===== config.mk =====
export PLATFORM = sky130hd
export DESIGN_NAME = dram_arbiter
export DESIGN_NICKNAME = d
export VERILOG_FILES = /design/src/rtl/dram_arb_pkg.sv /design/src/rtl/dram_arb_tag_fifo.sv /design/src/rtl/dram_arbiter.sv
export SDC_FILE = /design/constraint.sdc
export NUM_CORES = 1
export LEC_CHECK = 0
export CAP_MARGIN = 20
export CORE_AREA = 2 2 285 287
export DETAILED_ROUTE_END_ITERATION = 6
export DIE_AREA = 0 0 287 289
export SETUP_SLACK_MARGIN = 0.1
export SYNTH_ARGS = -nofsm -noshare
export SYNTH_HDL_FRONTEND = slang
export SYNTH_SLANG_ARGS = --single-unit

===== constraint.sdc =====
create_clock -name ui_clk_i -period 6.8 [get_ports ui_clk_i]
set_input_delay 0.68 -clock ui_clk_i [delete_from_list [all_inputs] [get_ports ui_clk_i]]
set_output_delay 0.68 -clock ui_clk_i [all_outputs]
set_load 0.05 [all_outputs]

===== src/rtl/dram_arb_pkg.sv =====
// Shared widths, command encodings and the request record for the DRAM arbiter.
package dram_arb_pkg;

  localparam int unsigned DRAM_ADDR_W = 27;
  localparam int unsigned DRAM_DATA_W = 128;

  localparam logic CMD_WRITE = 1'b0;
  localparam logic CMD_READ  = 1'b1;

  typedef struct packed {
    logic                   cmd;
    logic [DRAM_ADDR_W-1:0] addr;
    logic [DRAM_DATA_W-1:0] data;
  } dram_req_t;

endpackage


===== src/rtl/dram_arb_tag_fifo.sv =====
// In-order FIFO of requester ids for reads that are still waiting on their data.
// Depth must be a power of two so the pointers wrap for free.
module dram_arb_tag_fifo #(
  parameter int unsigned IdW   = 1,
  parameter int unsigned Depth = 8
) (
  input  logic                     clk_i,
  input  logic                     rst_i,
  input  logic                     push_i,
  input  logic [IdW-1:0]           push_id_i,
  input  logic                     pop_i,
  output logic [IdW-1:0]           head_id_o,
  output logic [$clog2(Depth):0]   count_o,
  output logic                     empty_o,
  output logic                     full_o
);

  localparam int unsigned PtrW = $clog2(Depth);

  logic [IdW-1:0]       mem_q [Depth];
  logic [PtrW-1:0]      wr_ptr_q, wr_ptr_d;
  logic [PtrW-1:0]      rd_ptr_q, rd_ptr_d;
  logic [$clog2(Depth):0] count_q, count_d;
  logic                 do_push, do_pop;

  assign empty_o   = (count_q == '0);
  assign full_o    = (32'(count_q) == Depth);
  assign count_o   = count_q;
  assign head_id_o = mem_q[rd_ptr_q];

  // Overflow and underflow are dropped here as a last line of defence.
  assign do_push = push_i && !full_o;
  assign do_pop  = pop_i && !empty_o;

  // Pointer and occupancy next-state.
  always_comb begin
    wr_ptr_d = wr_ptr_q;
    rd_ptr_d = rd_ptr_q;
    count_d  = count_q;
    if (do_push) wr_ptr_d = wr_ptr_q + 1'b1;
    if (do_pop)  rd_ptr_d = rd_ptr_q + 1'b1;
    unique case ({do_push, do_pop})
      2'b10:   count_d = count_q + 1'b1;
      2'b01:   count_d = count_q - 1'b1;
      default: count_d = count_q;
    endcase
  end

  // Pointer and occupancy registers.
  always_ff @(posedge clk_i) begin
    if (rst_i) begin
      wr_ptr_q <= '0;
      rd_ptr_q <= '0;
      count_q  <= '0;
    end else begin
      wr_ptr_q <= wr_ptr_d;
      rd_ptr_q <= rd_ptr_d;
      count_q  <= count_d;
    end
  end

  // Id storage; contents are don't-care while empty, so no reset.
  always_ff @(posedge clk_i) begin
    if (do_push) mem_q[wr_ptr_q] <= push_id_i;
  end

endmodule


===== src/rtl/dram_arbiter.sv =====
// Round-robin arbiter sharing one DRAM request/response channel between NUM_REQ requesters.
// Requests land in a one-entry output register; read data is steered back by an in-order
// tag FIFO. Optional DRAM_ARB_PERF_EN adds per-requester grant/stall counters.
module dram_arbiter
  import dram_arb_pkg::*;
#(
  parameter int unsigned NUM_REQ   = 2,
  parameter int unsigned TAG_DEPTH = 8
) (
  input  logic                                  ui_clk_i,
  input  logic                                  ui_clk_sync_rst_i,
  input  logic [NUM_REQ-1:0]                    req_en_i,
  output logic [NUM_REQ-1:0]                    req_rdy_o,
  input  logic [NUM_REQ-1:0]                    req_cmd_i,
  input  logic [NUM_REQ-1:0][DRAM_ADDR_W-1:0]   req_addr_i,
  input  logic [NUM_REQ-1:0][DRAM_DATA_W-1:0]   req_data_i,
  output logic [NUM_REQ-1:0]                    rsp_en_o,
  output logic [DRAM_DATA_W-1:0]                rsp_data_o,
  output logic                                  dram_req_en_o,
  input  logic                                  dram_req_rdy_i,
  output logic                                  dram_req_cmd_o,
  output logic [DRAM_ADDR_W-1:0]                dram_req_addr_o,
  output logic [DRAM_DATA_W-1:0]                dram_req_data_o,
  input  logic                                  dram_rsp_en_i,
  input  logic [DRAM_DATA_W-1:0]                dram_rsp_data_i,
  output logic                                  err_rsp_unexp_o
`ifdef DRAM_ARB_PERF_EN
  ,
  output logic [NUM_REQ-1:0][31:0]              perf_grant_o,
  output logic [NUM_REQ-1:0][31:0]              perf_stall_o
`endif
);

  localparam int unsigned IdW  = $clog2(NUM_REQ);
  localparam int unsigned CntW = $clog2(TAG_DEPTH) + 1;

  logic                obuf_valid_q, obuf_valid_d;
  dram_req_t           obuf_q, obuf_d;
  logic [IdW-1:0]      last_q, last_d;
  logic                err_q, err_d;

  logic [NUM_REQ-1:0]  eligible;
  logic                grant_found;
  logic [IdW-1:0]      grant_idx;
  logic [IdW-1:0]      rr_cand;
  logic                can_load;
  logic                grant;

  logic                tag_push, tag_pop, tag_empty, tag_full, tag_credit;
  logic [IdW-1:0]      tag_head;
  logic [CntW-1:0]     tag_count;

  // The output register frees up when empty or when it drains this cycle.
  assign can_load   = !obuf_valid_q || dram_req_rdy_i;
  assign tag_credit = 32'(tag_count) < TAG_DEPTH;

  // Writes are always eligible; reads only while a tag slot is free.
  always_comb begin
    eligible = '0;
    for (int unsigned i = 0; i < NUM_REQ; i++) begin
      eligible[i] = req_en_i[i] && ((req_cmd_i[i] == CMD_WRITE) || tag_credit);
    end
  end

  // Round-robin search starting just after the last winner.
  always_comb begin
    grant_found = 1'b0;
    grant_idx   = '0;
    rr_cand     = '0;
    for (int unsigned k = 1; k <= NUM_REQ; k++) begin
      rr_cand = IdW'((32'(last_q) + k) % NUM_REQ);
      if (!grant_found && eligible[rr_cand]) begin
        grant_found = 1'b1;
        grant_idx   = rr_cand;
      end
    end
  end

  assign grant     = can_load && grant_found;
  assign req_rdy_o = grant ? (NUM_REQ'(1) << grant_idx) : '0;

  // Output register, round-robin pointer and sticky error next-state.
  always_comb begin
    obuf_valid_d = obuf_valid_q;
    obuf_d       = obuf_q;
    last_d       = last_q;
    err_d        = err_q | (dram_rsp_en_i && tag_empty);
    if (can_load) begin
      obuf_valid_d = grant_found;
      if (grant_found) begin
        obuf_d = '{cmd:  req_cmd_i[grant_idx],
                   addr: req_addr_i[grant_idx],
                   data: req_data_i[grant_idx]};
        last_d = grant_idx;
      end
    end
  end

  // State registers; synchronous reset shared with the DRAM controller.
  always_ff @(posedge ui_clk_i) begin
    if (ui_clk_sync_rst_i) begin
      obuf_valid_q <= 1'b0;
      obuf_q       <= '0;
      last_q       <= IdW'(NUM_REQ - 1);
      err_q        <= 1'b0;
    end else begin
      obuf_valid_q <= obuf_valid_d;
      obuf_q       <= obuf_d;
      last_q       <= last_d;
      err_q        <= err_d;
    end
  end

  assign dram_req_en_o   = obuf_valid_q;
  assign dram_req_cmd_o  = obuf_q.cmd;
  assign dram_req_addr_o = obuf_q.addr;
  assign dram_req_data_o = obuf_q.data;
  assign err_rsp_unexp_o = err_q;

  // Reads are tagged at grant time, so response order matches issue order.
  assign tag_push = grant && (req_cmd_i[grant_idx] == CMD_READ) && !tag_full;
  assign tag_pop  = dram_rsp_en_i && !tag_empty;

  dram_arb_tag_fifo #(
    .IdW   (IdW),
    .Depth (TAG_DEPTH)
  ) u_tag_fifo (
    .clk_i     (ui_clk_i),
    .rst_i     (ui_clk_sync_rst_i),
    .push_i    (tag_push),
    .push_id_i (grant_idx),
    .pop_i     (tag_pop),
    .head_id_o (tag_head),
    .count_o   (tag_count),
    .empty_o   (tag_empty),
    .full_o    (tag_full)
  );

  assign rsp_en_o   = tag_pop ? (NUM_REQ'(1) << tag_head) : '0;
  assign rsp_data_o = dram_rsp_data_i;

`ifdef DRAM_ARB_PERF_EN
  logic [NUM_REQ-1:0][31:0] perf_grant_q, perf_grant_d;
  logic [NUM_REQ-1:0][31:0] perf_stall_q, perf_stall_d;

  // Saturating per-requester grant and stall counters.
  always_comb begin
    perf_grant_d = perf_grant_q;
    perf_stall_d = perf_stall_q;
    for (int unsigned i = 0; i < NUM_REQ; i++) begin
      if (req_en_i[i] && req_rdy_o[i] && (perf_grant_q[i] != '1)) begin
        perf_grant_d[i] = perf_grant_q[i] + 32'd1;
      end
      if (req_en_i[i] && !req_rdy_o[i] && (perf_stall_q[i] != '1)) begin
        perf_stall_d[i] = perf_stall_q[i] + 32'd1;
      end
    end
  end

  // Counter registers.
  always_ff @(posedge ui_clk_i) begin
    if (ui_clk_sync_rst_i) begin
      perf_grant_q <= '0;
      perf_stall_q <= '0;
    end else begin
      perf_grant_q <= perf_grant_d;
      perf_stall_q <= perf_stall_d;
    end
  end

  assign perf_grant_o = perf_grant_q;
  assign perf_stall_o = perf_stall_q;
`endif

endmodule


==> report_table.html, run 1 <==
<table>
<tr><th>Metric</th><th>Value</th></tr>
<tr><th colspan="2">Timing</th></tr>
<tr><td>Final Cycle Share</td><td>0.551</td></tr>
<tr><td>Final Hold Violating Endpoints</td><td>0</td></tr>
<tr><td>Fin crit period</td><td>3750 ps</td></tr>
<tr><td>Number of pins with negative max-slew slack in the final report</td><td>0</td></tr>
<tr><td>Worst rel slew slack</td><td>0.362</td></tr>
<tr><td>RSZ-0062 raised after global routing</td><td>no</td></tr>
<tr><td>Max Fclk</td><td>267 MHz</td></tr>
<tr><td>Transition time of the tightest slew-check pin</td><td>954 ps</td></tr>
<tr><td>Skew final</td><td>24.1 ps</td></tr>
<tr><td>Setup TNS</td><td>0 ps</td></tr>
<tr><td>Final setup violation count</td><td>0</td></tr>
<tr><th colspan="2">Synthesis</th></tr>
<tr><td>Most instantiated flip-flop cell in the synthesis netlist</td><td>dfxtp_1</td></tr>
<tr><td>Post-synthesis area per instance</td><td>10.8 um2</td></tr>
<tr><td>Main combinational cell family by area after synthesis</td><td>compound AO/OA/AOI/OAI gates</td></tr>
<tr><td>Post-synthesis sequential area ratio</td><td>0.445</td></tr>
<tr><td>Yosys warns</td><td>0</td></tr>
<tr><td>Post-synthesis compound-gate area fraction</td><td>0.207</td></tr>
<tr><td>Top cell type's share of synthesized area</td><td>0.416</td></tr>
<tr><td>Top cells by area, synth</td><td>dfxtp_1 42%, a221o_1 19%, buf_4 13%</td></tr>
<tr><td>Number of nets produced by synthesis</td><td>1,216</td></tr>
<tr><td>Number of synthesized flops with an enable pin</td><td>8</td></tr>
<tr><td>Cell count after synthesis</td><td>765</td></tr>
<tr><td>Netlist area before placement</td><td>0.00827 mm2</td></tr>
<tr><td>Cell taking the most area after synthesis</td><td>dfxtp_1</td></tr>
<tr><td>Fraction of the mapped netlist area in adder cells</td><td>0.00756</td></tr>
<tr><td>Post-synthesis async set-or-reset flop share</td><td>0</td></tr>
<tr><td>Register bit count reported by yosys</td><td>180</td></tr>
<tr><td>Xor/xnor cell area share of the yosys netlist</td><td>0.00529</td></tr>
<tr><td>Yosys cell types</td><td>41</td></tr>
<tr><td>Basic-gate share of the synthesized area counting and, or, nand and nor cells</td><td>0.155</td></tr>
<tr><td>Share of cell area taken by muxes after synthesis</td><td>0.00923</td></tr>
<tr><th colspan="2">Setup path</th></tr>
<tr><td>Reg2reg path depth</td><td>5</td></tr>
<tr><td>Startpoint kind of the worst setup timing path</td><td>input pin</td></tr>
<tr><td>Category of the worst setup path capture point</td><td>output port</td></tr>
<tr><td>Worst Path Required</td><td>6120 ps</td></tr>
<tr><td>Reg-to-reg critical path endpoint</td><td>dram_req_addr_o[0]$_SDFFE_PP0N_</td></tr>
<tr><td>Critical register-to-register path startpoint</td><td>u_tag_fifo.count_o[3]$_SDFFE_PP0P_</td></tr>
<tr><td>Maximum fanout along the worst path</td><td>11</td></tr>
<tr><td>Cell family with the largest share of critical-path delay</td><td>buffers and inverters</td></tr>
<tr><td>Sum of buffers and inverters on the critical path</td><td>2</td></tr>
<tr><td>Internal reg-to-reg setup slack</td><td>3820 ps</td></tr>
<tr><td>Signal arrival time at the worst endpoint</td><td>3070 ps</td></tr>
<tr><td>Slowest-stage cell, CP</td><td>clkdlybuf4s50_1</td></tr>
<tr><td>Cells along the critical path</td><td>clkdlybuf4s50_1 -&gt; a21bo_2 -&gt; a21oi_2 -&gt; and2_1 -&gt; clkdlybuf4s50_1</td></tr>
<tr><td>Type of the setup path with the least slack</td><td>input pin to output port</td></tr>
<tr><td>Cell seen most often among critical-path stages</td><td>clkdlybuf4s50_1</td></tr>
<tr><td>Largest stage delay, worst path</td><td>840 ps</td></tr>
<tr><th colspan="2">Floorplanning</th></tr>
<tr><td>Floorplan die width</td><td>287 um</td></tr>
<tr><td>IO Count</td><td>736</td></tr>
<tr><td>Area enclosed by the die boundary</td><td>0.0829 mm2</td></tr>
<tr><td>Std-Cell Core Area</td><td>0.0799 mm2</td></tr>
<tr><td>Site row count</td><td>104</td></tr>
<tr><td>Starting density of the core</td><td>0.104</td></tr>
<tr><td>Floorplan die height</td><td>289 um</td></tr>
<tr><th colspan="2">Drt</th></tr>
<tr><td>Routed length per placed instance</td><td>17.5 um</td></tr>
<tr><td>Via count of the routed design</td><td>7,261</td></tr>
<tr><td>Detail Route Antenna Nets</td><td>0</td></tr>
<tr><td>Final WL</td><td>37,900 um</td></tr>
<tr><td>Initial DRC count</td><td>338</td></tr>
<tr><td>Drc violations</td><td>0</td></tr>
<tr><td>Via-per-instance ratio</td><td>3.36</td></tr>
<tr><td>DR pass1 iterations</td><td>4</td></tr>
<tr><th colspan="2">GRT</th></tr>
<tr><td>Global-route wire length before repair</td><td>51,500 um</td></tr>
<tr><td>Met1 demand-to-capacity share in global routing</td><td>0.0794</td></tr>
<tr><td>Global route overflow</td><td>0</td></tr>
<tr><td>Number of antenna violations at the first check in global routing</td><td>3</td></tr>
<tr><td>Pin count of the biggest net entering global routing</td><td>156</td></tr>
<tr><td>Via count of the first global-routing pass</td><td>7,474</td></tr>
<tr><td>Met2 routing resource usage after global routing</td><td>0.148</td></tr>
<tr><td>GRT Overall Usage</td><td>0.0873</td></tr>
<tr><td>Global routing met3 resource utilization</td><td>0.0470</td></tr>
<tr><td>Peak-usage layer in the global routing report</td><td>met2</td></tr>
<tr><th colspan="2">Min path</th></tr>
<tr><td>Worst hold start</td><td>dram_req_data_o[60]$_SDFFE_PP0N_</td></tr>
<tr><td>Worst hold stages</td><td>1</td></tr>
<tr><td>Tightest Hold Check Type</td><td>flip-flop to flip-flop</td></tr>
<tr><td>Worst hold endpoint</td><td>dram_req_data_o[60]$_SDFFE_PP0N_</td></tr>
<tr><th colspan="2">Place</th></tr>
<tr><td>Number of input and output port buffers inserted</td><td>479</td></tr>
<tr><td>Placed cell areas</td><td>0.0131 mm2</td></tr>
<tr><td>Routability congestion estimate from global placement</td><td>0.933</td></tr>
<tr><td>HPWL reported at the end of detailed placement</td><td>29,600 um</td></tr>
<tr><th colspan="2">Clock tree</th></tr>
<tr><td>Num Clock Sinks</td><td>180</td></tr>
<tr><td>H-tree depth</td><td>4</td></tr>
<tr><td>Buffers from clock root to sink, at most</td><td>2</td></tr>
<tr><td>Post-cts repair resize count</td><td>0</td></tr>
<tr><td>Clock tree from TritonCTS</td><td>built</td></tr>
<tr><td>TritonCTS Buffers</td><td>17</td></tr>
<tr><td>Post-CTS Setup Inserts</td><td>0</td></tr>
<tr><td>CTS root buf</td><td>clkbuf_16</td></tr>
<tr><td># hold bufs at CTS</td><td>0</td></tr>
<tr><td>Insertion delay of the later-clocked pin in the worst-skew pair</td><td>490 ps</td></tr>
<tr><td>Clock transition at the registers of the reported paths</td><td>70 ps</td></tr>
<tr><th colspan="2">Power</th></tr>
<tr><td>VDD IR max</td><td>0.177 mV</td></tr>
<tr><td>Total power density per cell area</td><td>293 mW/mm2</td></tr>
<tr><td>Static Leak</td><td>4.88 nW</td></tr>
<tr><th colspan="2">Cells and area</th></tr>
<tr><td>Post-Route Utilization</td><td>0.171</td></tr>
<tr><td>Share of cells above drive strength 1</td><td>0.0436</td></tr>
<tr><td>Net count of the finished layout</td><td>1,538</td></tr>
<tr><td>Area Growth Syn to Fin</td><td>65.5%</td></tr>
<tr><td>Non-Filler Cell Area, Final</td><td>0.0137 mm2</td></tr>
<tr><th colspan="2">Run status</th></tr>
<tr><td>Run status</td><td>finished, final reports clean</td></tr>
<tr><th colspan="2">Job</th></tr>
<tr><td>Max capacitance violation total</td><td>0</td></tr>
</table>
[state kept, by name (all words and copies together), names as in the netlist, named ones only]
register / count
dram_req_data_o: 128
dram_req_addr_o: 27
u_tag_fifo.mem_q: 8
u_tag_fifo.count_o: 4
u_tag_fifo.rd_ptr_q: 3
u_tag_fifo.wr_ptr_q: 3
dram_req_cmd_o: 1
dram_req_en_o: 1
err_rsp_unexp_o: 1
last_q: 1
[final cells by class]
type	count	area [um2]
Sequential cell	180	3680
Fill cell	8819	66200
Clock buffer	21	482
Timing Repair Buffer	485	4850
Inverter	1	3.75
Antenna cell	4	10.0
Multi-Input combinational cell	402	3200
Clock inverter	11	138
Tap cell	1060	1330
[Yosys cell counts (all sizes together), types with 5 or more instances]
master and count:
o21ai 5, nor2 13, edfxtp 8, nand2 10, nor2b 7, ha 5, buf 180, and2 158
dfxtp 172, a21oi 9, a221o 155
[power by group]
| part | total (W) | switching, W | internal (W) |
|---|---|---|---|
| combinational | 0.00153 | 0.000919 | 0.000616 |
| sequential | 0.00136 | 0.000117 | 0.00124 |
| clock | 0.00112 | 0.000528 | 0.000593 |
| total | 0.00401 | 0.00156 | 0.00245 |
[layer usage]
layer / vias to the layer above / wire length (um) / share of wire
met5: - / 42 / 0.0011
met4: 4 / 2450 / 0.065
met3: 63 / 4520 / 0.12
met2: 475 / 18500 / 0.49
met1: 3383 / 12500 / 0.33
li1: 3336 / - / -
[worst max-delay path by stage]
stage                      startpoint                            endpoint  slack (ps)  cells past startpoint
final                     req_en_i[1]                        req_rdy_o[1]        3050                      5
after floorplan           req_en_i[0]  u_tag_fifo.count_o[2]$_SDFFE_PP0P_        4230                     10
after global placement    req_en_i[1]                        req_rdy_o[1]        3080                      5
after global routing      req_en_i[1]                        req_rdy_o[1]        2970                      5
after detailed placement  req_en_i[1]                        req_rdy_o[1]        3030                      5
after CTS                 req_en_i[1]                        req_rdy_o[1]        3030                      5
[kinds of logic (layout without fill, tap and decap cells)]
group                    after synthesis  in the layout
other                                  0              4
multiplexers                           5              5
XOR/XNOR                               5              5
AND/OR/NAND/NOR                      210            210
flip-flops                           180            180
AO/OA/AOI/OAI                        177            177
adder cells (fa/ha/maj)                5              5
buffers and inverters                183            518
[placed cells by master (no fill, tap or decap), drive strengths merged]
cell and count:
clkbuf 21, nor3 4, a211o 2, diode 4, o22ai 1, xnor2 1, o21ba 1, a21bo 1
nor3b 1, mux4 2, mux2 1, a21oi 9, a221o 155, nand2 10, and2 158, bufinv 2
dfxtp 172, o31ai 1, a2111oi 1, or3 2, buf 6, xor2 4, o21ai 5, clkdlybuf4s50 479
nand3 4, nand4b 1, nor2 13, ha 5, nor4b 2, nor4 3, mux2i 2, clkinv 4
o22a 1, nor4bb 1, edfxtp 8, nand2b 4, nor2b 7, inv 6
[per-stage QoR]
| step | hold slack [ps] | total power (W) | instances | setup slack (ps) |
|---|---|---|---|---|
| after global routing | 503 | 0.00422 | 2162 | 2970 |
| after global placement | 467 | 0.00290 | 2128 | 3080 |
| after CTS | 492 | 0.00410 | 2160 | 3030 |
| after floorplan | 451 | 0.00251 | 765 | 4230 |
| final | 488 | 0.00401 | 2164 | 3050 |
| after detailed placement | 470 | 0.00292 | 2128 | 3030 |
Note: power is estimated with default switching activity, not from simulation.
==> run 2: changes to the inputs <==
--- a/config.mk
+++ b/config.mk
@@ -6,9 +6,9 @@
 export NUM_CORES = 1
 export LEC_CHECK = 0
 export CAP_MARGIN = 20
-export CORE_AREA = 2 2 285 287
+export CORE_AREA = 2 2 283 285
 export DETAILED_ROUTE_END_ITERATION = 6
-export DIE_AREA = 0 0 287 289
+export DIE_AREA = 0 0 285 287
 export SETUP_SLACK_MARGIN = 0.1
 export SYNTH_ARGS = -nofsm -noshare
 export SYNTH_HDL_FRONTEND = slang
==> constraint.sdc (replaced) <==
create_clock -name ui_clk_i -period 3.1 [get_ports ui_clk_i]
set_input_delay 0.31 -clock ui_clk_i [delete_from_list [all_inputs] [get_ports ui_clk_i]]
set_output_delay 0.31 -clock ui_clk_i [all_outputs]
set_load 0.05 [all_outputs]
==> report_table.html, run 2 (same netlist as run 1, synthesis figures left out) <==
<table>
<tr><th>Metric</th><th>Value</th></tr>
<tr><th colspan="2">Run status</th></tr>
<tr><td>Run status</td><td>finished, final reports clean</td></tr>
<tr><th colspan="2">Floorplanning</th></tr>
<tr><td>Site row count</td><td>103 (-0.96%)</td></tr>
<tr><td>IO Count</td><td>736 (unchanged)</td></tr>
<tr><td>Area enclosed by the die boundary</td><td>0.0818 mm2 (-1.4%)</td></tr>
<tr><td>Floorplan die height</td><td>287 um (-0.69%)</td></tr>
<tr><td>Starting density of the core</td><td>0.105 (+0.00169)</td></tr>
<tr><td>Std-Cell Core Area</td><td>0.0786 mm2 (-1.6%)</td></tr>
<tr><td>Floorplan die width</td><td>285 um (-0.70%)</td></tr>
<tr><th colspan="2">Setup path</th></tr>
<tr><td>Critical register-to-register path startpoint</td><td>dram_req_en_o$_SDFFE_PP0P_</td></tr>
<tr><td>Cell seen most often among critical-path stages</td><td>clkdlybuf4s50_1</td></tr>
<tr><td>Reg-to-reg critical path endpoint</td><td>u_tag_fifo.count_o[2]$_SDFFE_PP0P_</td></tr>
<tr><td>Worst Path Required</td><td>2790 ps (-3330 ps)</td></tr>
<tr><td>Reg2reg path depth</td><td>10 (+5)</td></tr>
<tr><td>Sum of buffers and inverters on the critical path</td><td>2 (unchanged)</td></tr>
<tr><td>Category of the worst setup path capture point</td><td>output port</td></tr>
<tr><td>Startpoint kind of the worst setup timing path</td><td>input pin</td></tr>
<tr><td>Signal arrival time at the worst endpoint</td><td>2280 ps (-790 ps)</td></tr>
<tr><td>Cells along the critical path</td><td>clkdlybuf4s50_1 -&gt; nor2b_1 -&gt; o31ai_4 -&gt; nor2_1 -&gt; clkdlybuf4s50_1</td></tr>
<tr><td>Type of the setup path with the least slack</td><td>input pin to output port</td></tr>
<tr><td>Internal reg-to-reg setup slack</td><td>580 ps (-3240 ps)</td></tr>
<tr><td>Slowest-stage cell, CP</td><td>clkdlybuf4s50_1</td></tr>
<tr><td>Maximum fanout along the worst path</td><td>4 (-7)</td></tr>
<tr><td>Cell family with the largest share of critical-path delay</td><td>buffers and inverters</td></tr>
<tr><td>Largest stage delay, worst path</td><td>820 ps (-20 ps)</td></tr>
<tr><th colspan="2">Place</th></tr>
<tr><td>Post-placement worst setup slack</td><td>218 ps (-2810 ps)</td></tr>
<tr><td>Routability congestion estimate from global placement</td><td>0.920 (-1.3%)</td></tr>
<tr><td>HPWL reported at the end of detailed placement</td><td>27,900 um (-5.8%)</td></tr>
<tr><td>Number of input and output port buffers inserted</td><td>479 (unchanged)</td></tr>
<tr><th colspan="2">GRT</th></tr>
<tr><td>Number of antenna violations at the first check in global routing</td><td>0 (-3)</td></tr>
<tr><td>GRT Overall Usage</td><td>0.0846 (-0.00271)</td></tr>
<tr><td>Pin count of the biggest net entering global routing</td><td>156 (unchanged)</td></tr>
<tr><td>Global route overflow</td><td>0 (unchanged)</td></tr>
<tr><td>Global-route wire length before repair</td><td>49,800 um (-3.2%)</td></tr>
<tr><td>Via count of the first global-routing pass</td><td>7,428 (-0.62%)</td></tr>
<tr><th colspan="2">Drt</th></tr>
<tr><td>Initial DRC count</td><td>255 (-25%)</td></tr>
<tr><td>DR pass1 iterations</td><td>4 (unchanged)</td></tr>
<tr><td>Detail Route Antenna Nets</td><td>0 (unchanged)</td></tr>
<tr><td>Via count of the routed design</td><td>7,266 (+0.069%)</td></tr>
<tr><td>Via-per-instance ratio</td><td>3.36 (+0.25%)</td></tr>
<tr><td>Routed length per placed instance</td><td>16.6 um (-5.3%)</td></tr>
<tr><td>Drc violations</td><td>0 (unchanged)</td></tr>
<tr><td>Final WL</td><td>35,900 um (-5.5%)</td></tr>
<tr><th colspan="2">Timing</th></tr>
<tr><td>Final Hold Violating Endpoints</td><td>0 (unchanged)</td></tr>
<tr><td>Min Hold Slack</td><td>420 ps (-68.0 ps)</td></tr>
<tr><td>Number of pins with negative max-slew slack in the final report</td><td>0 (unchanged)</td></tr>
<tr><td>Final setup violation count</td><td>0 (unchanged)</td></tr>
<tr><td>Worst rel slew slack</td><td>0.491 (+0.129)</td></tr>
<tr><td>RSZ-0062 raised after global routing</td><td>no</td></tr>
<tr><td>Final Cycle Share</td><td>0.837</td></tr>
<tr><td>Max Fclk</td><td>385 MHz</td></tr>
<tr><td>Skew final</td><td>12.7 ps (-11.4 ps)</td></tr>
<tr><td>Transition time of the tightest slew-check pin</td><td>761 ps (-193 ps)</td></tr>
<tr><td>Fin crit period</td><td>2590 ps</td></tr>
<tr><td>Final worst slack</td><td>506 ps (-2550 ps)</td></tr>
<tr><td>Setup TNS</td><td>0 ps (unchanged)</td></tr>
<tr><th colspan="2">Power</th></tr>
<tr><td>Overall power after layout</td><td>0.00871 W (+120%)</td></tr>
<tr><td>Static Leak</td><td>4.92 nW (+0.90%)</td></tr>
<tr><td>VDD IR max</td><td>0.384 mV (+120%)</td></tr>
<tr><td>Total power density per cell area</td><td>633 mW/mm2 (+120%)</td></tr>
<tr><th colspan="2">Clock tree</th></tr>
<tr><td>Post-CTS Setup Inserts</td><td>0 (unchanged)</td></tr>
<tr><td>H-tree depth</td><td>4 (unchanged)</td></tr>
<tr><td>Post-cts repair resize count</td><td>0 (unchanged)</td></tr>
<tr><td>Insertion delay of the later-clocked pin in the worst-skew pair</td><td>490 ps (about the same)</td></tr>
<tr><td># hold bufs at CTS</td><td>0 (unchanged)</td></tr>
<tr><td>Num Clock Sinks</td><td>180 (unchanged)</td></tr>
<tr><td>Buffers from clock root to sink, at most</td><td>2 (unchanged)</td></tr>
<tr><td>TritonCTS Buffers</td><td>17 (unchanged)</td></tr>
<tr><td>Clock transition at the registers of the reported paths</td><td>80 ps (about the same)</td></tr>
<tr><td>CTS root buf</td><td>clkbuf_16</td></tr>
<tr><td>Clock tree from TritonCTS</td><td>built</td></tr>
<tr><th colspan="2">Min path</th></tr>
<tr><td>Worst hold start</td><td>req_addr_i[2]</td></tr>
<tr><td>Worst hold stages</td><td>2 (+1)</td></tr>
<tr><td>Tightest Hold Check Type</td><td>input pin to flip-flop</td></tr>
<tr><td>Worst hold endpoint</td><td>dram_req_addr_o[2]$_SDFFE_PP0N_</td></tr>
<tr><th colspan="2">Cells and area</th></tr>
<tr><td>Most common library cell in the layout ignoring fill and taps</td><td>clkdlybuf4s50_1</td></tr>
<tr><td>Number of flip-flops in the largest register</td><td>128 (unchanged)</td></tr>
<tr><td>Net count of the finished layout</td><td>1,545 (+0.46%)</td></tr>
<tr><td>Share of cells above drive strength 1</td><td>0.0533 (+0.00966)</td></tr>
<tr><td>Commonest cells after routing, fill and taps aside</td><td>476 x clkdlybuf4s50_1, 172 x dfxtp_1, 158 x and2_1, 155 x a221o_1, 17 x clkbuf_16</td></tr>
<tr><td>Area Growth Syn to Fin</td><td>66.3%</td></tr>
<tr><td>Number of fillers in the final layout</td><td>8,648 (-1.9%)</td></tr>
<tr><th colspan="2">Job</th></tr>
<tr><td>Max capacitance violation total</td><td>0 (unchanged)</td></tr>
</table>
==> run 2: final cells by class <==
type / instances / area (um2) / area share
clock buffers: 17 / 425 / 0.0309
well taps: 1050 / 1310 / 0.0955
inverters: 1 / 3.75 / 0.000273
repair buffers: 492 / 4950 / 0.360
multi-input cells: 402 / 3200 / 0.232
clock inverters: 15 / 178 / 0.0129
diodes: 3 / 7.51 / 0.000546
flip-flops and latches: 180 / 3680 / 0.268
==> run 2: report_power, final <==
| part | internal (W) | switching [W] |
|---|---|---|
| Clock | 0.00110 | 0.00125 |
| Sequential | 0.00272 | 0.000254 |
| Combinational | 0.00138 | 0.00201 |
==> run 2: worst max-delay path by stage <==
| stage | startpoint | endpoint | slack [ps] | cells past startpoint |
|---|---|---|---|---|
| 5_1_grt | u_tag_fifo.count_o[3]$_SDFFE_PP0P_ | req_rdy_o[0] | 410 | 5 |
| 2_1_floorplan | dram_req_en_o$_SDFFE_PP0P_ | u_tag_fifo.count_o[2]$_SDFFE_PP0P_ | 570 | 10 |
| 3_5_place_dp | dram_req_rdy_i | u_tag_fifo.count_o[2]$_SDFFE_PP0P_ | 220 | 11 |
| 3_3_place_gp | dram_req_rdy_i | u_tag_fifo.count_o[2]$_SDFFE_PP0P_ | 300 | 11 |
| 6_report | req_en_i[0] | req_rdy_o[0] | 510 | 5 |
| 4_1_cts | u_tag_fifo.count_o[3]$_SDFFE_PP0P_ | req_rdy_o[0] | 450 | 5 |
==> run 2: metrics by stage <==
step,cells,cell area (um2),utilization
after detailed placement,2125,13100,0.167
after global routing,2157,13700,0.175
after global placement,2125,13100,0.167
after floorplan,765,8270,-
final,2160,13800,0.175
after CTS,2157,13700,0.175
==> run 2: layer usage <==
layer / vias up / GRT usage / wire (um)
li1: 3353 / - / -
met1: 3334 / 0.0760 / 11800
met2: 496 / 0.143 / 17300
met3: 83 / 0.0396 / 3750
met4: 0 / 0.0749 / 3030
met5: - / 0.000581 / 0
